**src/rtl/jk_bank_arbiter_if.sv**
```systemverilog
// Bus between the requesters and the shared JK register arbiter.
// The master side drives requests, opcodes and operands. The slave side
// returns grant, ack and the register contents.
interface jk_bank_arbiter_if #(
  parameter int NREQ  = 4,
  parameter int WIDTH = 8
);
  logic [NREQ-1:0]       req;
  logic [2*NREQ-1:0]     op;
  logic [WIDTH*NREQ-1:0] data;
  logic [NREQ-1:0]       grant;
  logic [NREQ-1:0]       ack;
  logic [WIDTH-1:0]      q;

  modport master (output req, op, data, input grant, ack, q);
  modport slave  (input req, op, data, output grant, ack, q);
endinterface

```
**src/rtl/jk_bank_arbiter.sv**
```systemverilog
// Round-robin arbiter that sequences requester operations into one shared
// register built from per-bit JK flip-flops.
//   Stage 1 picks a winner and registers its J/K vectors.
//   Stage 2 applies J/K to the register and pulses ack to that winner.
module jk_bank_arbiter #(
  parameter int NREQ  = 4,
  parameter int WIDTH = 8
) (
  input  logic            clk,
  input  logic            reset,
  jk_bank_arbiter_if.slave bus
);

  localparam int PTR_W = (NREQ > 1) ? $clog2(NREQ) : 1;

  typedef enum logic [1:0] {
    OP_LOAD   = 2'b00,
    OP_SET    = 2'b01,
    OP_CLEAR  = 2'b10,
    OP_TOGGLE = 2'b11
  } op_e;

  logic [PTR_W-1:0] ptr_q, ptr_d;
  logic [NREQ-1:0]  grant_q, grant_d;
  logic [NREQ-1:0]  ack_q;
  logic [WIDTH-1:0] j1_q, j1_d;
  logic [WIDTH-1:0] k1_q, k1_d;
  logic [WIDTH-1:0] q_q;
  logic [NREQ-1:0]  elig;
  logic             found;
  int               win;
  int               idx;
  int               nxt;
  logic [WIDTH-1:0] win_data;
  op_e              win_op;

  // Stage 1 combinational part: pick the first eligible requester from ptr
  // onward and translate its opcode into J/K vectors.
  always_comb begin
    // NOTE: every variable gets a default before any branch, so no path
    // leaves one unassigned and no latch is inferred.
    elig     = bus.req & ~grant_q & ~ack_q;
    found    = 1'b0;
    win      = 0;
    idx      = 0;
    nxt      = 0;
    grant_d  = '0;
    j1_d     = '0;
    k1_d     = '0;
    ptr_d    = ptr_q;
    win_data = '0;
    win_op   = OP_LOAD;

    for (int k = 0; k < NREQ; k++) begin
      idx = int'(ptr_q) + k;
      if (idx >= NREQ) idx = idx - NREQ;
      if (!found && elig[idx]) begin
        found = 1'b1;
        win   = idx;
      end
    end

    if (found) begin
      win_data     = bus.data[WIDTH*win +: WIDTH];
      win_op       = op_e'(bus.op[2*win +: 2]);
      grant_d[win] = 1'b1;
      nxt          = win + 1;
      ptr_d        = (nxt >= NREQ) ? '0 : PTR_W'(nxt);
      unique case (win_op)
        OP_LOAD:   begin j1_d = win_data; k1_d = ~win_data; end
        OP_SET:    begin j1_d = win_data; k1_d = '0;        end
        OP_CLEAR:  begin j1_d = '0;       k1_d = win_data;  end
        OP_TOGGLE: begin j1_d = win_data; k1_d = win_data;  end
      endcase
    end
  end

  // Pipeline registers: stage-1 arbitration state and stage-2 JK register.
  always_ff @(posedge clk or negedge reset) begin
    if (!reset) begin
      ptr_q   <= '0;
      grant_q <= '0;
      ack_q   <= '0;
      j1_q    <= '0;
      k1_q    <= '0;
      q_q     <= '0;
    end else begin
      // NOTE: non-blocking assignments make every register sample the
      // pre-edge values, so stage 2 uses last cycle's J/K and grant.
      ptr_q   <= ptr_d;
      grant_q <= grant_d;
      j1_q    <= j1_d;
      k1_q    <= k1_d;
      ack_q   <= grant_q;
      q_q     <= (j1_q & ~q_q) | (~k1_q & q_q);
    end
  end

  assign bus.grant = grant_q;
  assign bus.ack   = ack_q;
  assign bus.q     = q_q;

endmodule
```
**src/flat_wrapper.sv**
```systemverilog
// flat-port wrapper written by rule: the top's interface ports become plain ports
module jk_bank_arbiter_flat 
#(
  parameter int NREQ  = 4,
  parameter int WIDTH = 8
)
  (clk, reset, bus_req, bus_op, bus_data, bus_grant, bus_ack, bus_q);
  jk_bank_arbiter_if #(.NREQ(NREQ), .WIDTH(WIDTH)) bus_i ();
  input  logic clk;
  input  logic reset;
  input wire logic [$bits(bus_i.req)-1:0] bus_req;
  input wire logic [$bits(bus_i.op)-1:0] bus_op;
  input wire logic [$bits(bus_i.data)-1:0] bus_data;
  output wire logic [$bits(bus_i.grant)-1:0] bus_grant;
  output wire logic [$bits(bus_i.ack)-1:0] bus_ack;
  output wire logic [$bits(bus_i.q)-1:0] bus_q;
  assign bus_i.req = bus_req;
  assign bus_i.op = bus_op;
  assign bus_i.data = bus_data;
  assign bus_grant = bus_i.grant;
  assign bus_ack = bus_i.ack;
  assign bus_q = bus_i.q;
  jk_bank_arbiter #(.NREQ(NREQ), .WIDTH(WIDTH)) u_core (.clk(clk), .reset(reset), .bus(bus_i));
endmodule
```
**config.mk**
```make
export PLATFORM = sky130hd
export DESIGN_NAME = jk_bank_arbiter_flat
export DESIGN_NICKNAME = d
export VERILOG_FILES = /design/src/rtl/jk_bank_arbiter_if.sv /design/src/rtl/jk_bank_arbiter.sv /design/src/flat_wrapper.sv
export SDC_FILE = /design/constraint.sdc
export NUM_CORES = 1
export LEC_CHECK = 0
export CORE_MARGIN = 1
export CORE_UTILIZATION = 51
export CTS_CLUSTER_DIAMETER = 40
export DETAILED_ROUTE_END_ITERATION = 7
export HOLD_SLACK_MARGIN = 0.15
export PLACE_DENSITY = 0.81
export SYNTH_ARGS = -nofsm -noshare
export SYNTH_HDL_FRONTEND = slang
export SYNTH_SLANG_ARGS = --single-unit
```
**constraint.sdc**
```tcl
create_clock -name clk -period 6.1 [get_ports clk]
set_clock_uncertainty 0.1 [all_clocks]
set_input_delay 0.915 -clock clk [delete_from_list [all_inputs] [get_ports clk]]
set_output_delay 0.915 -clock clk [all_outputs]
set_load 0.05 [all_outputs]
```
==> flow_summary.toml <==
[floorplanning]
start_util_pct = 53.8
die_x_um = 75.9
fp-row-count = 26
boundaryPins = 62
die_y_um = 75.9
core_mm2 = 0.00517
dieArea_mm2 = 0.00576

[yosys]
synthCells = 297
synth_area_leader_cell = "dfrtp_1"
synth_warnings = 0
yosysSeqAreaShare_pct = 30.6
yosys.area.top_type_share_pct = 30.6
synthArstFlopShare_pct = 100
synth.area.top_cells = "dfrtp_1 31%, nor3b_1 9.7%, ha_1 6.7%"
synth_nets = 358
synth_enable_flop_cells = 0
synth_area_mm2 = 0.00278
synth_most_common_cell = "nor3b_1"
synthFlopType = "dfrtp_1"
syn_avg_cell_area_um2 = 9.37
yosys.cell_types.count = 55
yosys_register_bits = 34
synth_commonest_cells = "36 x nor3b_1, 34 x dfrtp_1, 32 x nand2_1, 17 x mux2i_1, 15 x ha_1"

[critical_path]
worstPathCellList = "inv_1, ha_1, or4b_1, a211oi_2, o32ai_1, nor2_2, buf_4, ha_1, nand2_1, ha_1, or4_1, nor4_1, nand2b_1, mux2_2, o21ai_1"
crit_path_top_delay_cell = "dfrtp_1"
critPathKind = "flip-flop to flip-flop"
timing.critical_path.slowest_cell_delay_ns = 0.70
endpoint_kind = "flip-flop"
cp_common_cell = "ha_1"
crit_fanout = 20
crit_required_ns = 6.21
worstPathArrival_ns = 4.99
cp-start-kind = "flip-flop"

[global_routing]
grt_pass1_wl_um = 11900
antenna_found_initial = 0
grt_pass1_vias = 2312
grtUsageTotal_pct = 27.9
grt-ovfl-total = 0
grt_max_degree = 38

[clock_network]
cts_resized = 0
cts_sinks = 34
ctsHoldBuffers = 0
cts.path.max_buffers = 2
cts.clk_slew.worst_paths_ns = 0.08
root_buffer = "clkbuf_8"
cts-buffers-inserted = 5
clk_latency_ns = 0.28
cts_htree_levels = 2
cts_tree = "yes"
post-cts-setup-buffers = 0

[run]
cap_violations = 0

[timing]
drv_slew = 0
max-slew-margin-rel_pct = 22.7
fmax_ghz = 0.205
setup_viol = 0
rsz0062_at_grt = "no"
hold_viol_final = 0
period_minus_slack_ns = 4.88
finalCritPeriodShare_pct = 80.0
max_slew.worst_pin.slew_ns = 1.15
tns_ns = 0

[route]
ant_nets = 0
drtIter0Drc = 318
vias = 2668
avgViaCountPerCell = 6.29
route.detailed.drc = 0
finalWirelength_um = 7670
wl_per_cell_um = 18.1
drt_pre_antenna_iters = 4

[worst_hold_path]
min_path_type = "flip-flop to flip-flop"

[pwr]
irDropWorstVdd_mv = 0.310
p_leak_uw = 0.00148
p_per_area_mw_per_mm2 = 573

[finish]
area_delta_synth_final_pct = 28.0
n_antenna_cell = 0
fin_util_pct = 68.9
layout-drive-gt1-share_pct = 9.89
nFillCells = 412
finalNetCount = 414

[place]
gp_congestion = 0.928
port_buffers = 61
place_hpwl_um = 5340

[outcome]
outcome = "finished clean"
per-stage QoR:
step | setup WS, ns | power (uW) | cells | hold slack, ns | instance area, um2
after floorplan | 1.79 | 1420 | 297 | 0.302 | 2780
after global placement | 1.35 | 1710 | 416 | 0.303 | 3420
after detailed placement | 1.10 | 1750 | 416 | 0.313 | 3420
after CTS | 1.29 | 2020 | 424 | 0.321 | 3560
after global routing | 1.01 | 2170 | 424 | 0.329 | 3560
final | 1.22 | 2040 | 424 | 0.318 | 3560
routing by layer:
layer / vias to the layer above / share of wire (%) / GRT usage [%]
met5: - / 0 / 0
li1: 1255 / - / -
met2: 158 / 46 / 41.7
met3: 9 / 7.3 / 3.57
met4: 0 / 0.99 / 7.41
met1: 1246 / 46 / 42.3
logic make-up after synthesis:
kind of cell | count (synthesis) | share of synthesized area [%]
multiplexers | 19 | 7.33
buffers and inverters | 32 | 5.26
adder cells (fa/ha/maj) | 15 | 6.74
flip-flops | 34 | 30.6
AO/OA/AOI/OAI | 45 | 15.2
AND/OR/NAND/NOR | 152 | 34.8
sequential cells by signal, indices dropped and copies added, names as in the netlist:
| register | count |
|---|---|
| u_core.k1_q | 8 |
| u_core.bus.ack | 4 |
| u_core.j1_q | 8 |
| u_core.ptr_q | 2 |
| u_core.bus.q | 8 |
| u_core.bus.grant | 4 |
worst paths after layout:
| kind | endpoint | start | cells past startpoint | slack (ns) |
|---|---|---|---|---|
| worst max register to register | u_core.ptr_q[1]$_DFFE_PN0P_ | u_core.ptr_q[0]$_DFFE_PN0P_ | 15 | 1.22 |
| max in group asynchronous | u_core.k1_q[7]$_DFF_PN0_ | reset | 2 | 4.66 |
| worst min-delay path | u_core.bus.q[1]$_DFF_PN0_ | u_core.k1_q[1]$_DFF_PN0_ | 1 | 0.32 |
| worst min register to register | u_core.bus.q[1]$_DFF_PN0_ | u_core.k1_q[1]$_DFF_PN0_ | 1 | 0.32 |
| min in group asynchronous | u_core.ptr_q[0]$_DFFE_PN0P_ | reset | 2 | 0.93 |
| worst max-delay path | u_core.ptr_q[1]$_DFFE_PN0P_ | u_core.ptr_q[0]$_DFFE_PN0P_ | 15 | 1.22 |
critical path, delay by kind of cell, from the launching register on:
kind,cells,cell delay (ns)
buf+inv,2,0.46
simple gates,6,1.80
compound gates,3,0.61
flops,1,0.70
fa+ha+maj,3,0.85
mux,1,0.29
cell usage in the layout, fill, tap and decap left out, drive strengths merged, types with 2 or more instances in the layout:
cell,count
a21oi,2
a22oi,2
a31oi,2
and3,4
and3b,8
buf,4
bufinv,2
clkbuf,5
clkdlybuf4s50,61
dfrtp,34
ha,15
inv,16
mux2i,17
nand2,32
nand3,11
nand4,9
nor2,9
nor2b,4
nor3,6
nor3b,36
nor4,9
nor4b,6
nor4bb,5
o211ai,3
o21ai,4
o221a,8
o221ai,2
o311ai,3
o31ai,8
o32a,2
o32ai,2
or3,3
or3b,4
or4,2
power by group:
| part | leakage [uW] | internal (uW) | switching, uW | total, uW |
|---|---|---|---|---|
| combinational | 0.000982 | 544 | 831 | 1370 |
| clock | 0.0000683 | 164 | 87.6 | 251 |
| sequential | 0.000429 | 332 | 84.3 | 416 |
final cells by class:
type	count	area, um2	share of cell area (%)
clock inverter	3	68.8	1.93
sequential	34	851	23.9
inverter	16	60.1	1.69
multi-input combinational	231	1790	50.1
clock buffer	5	68.8	1.93
timing repair buffer	65	641	18.0
tap	70	87.6	2.46
Power figures use the tool's default switching activity.
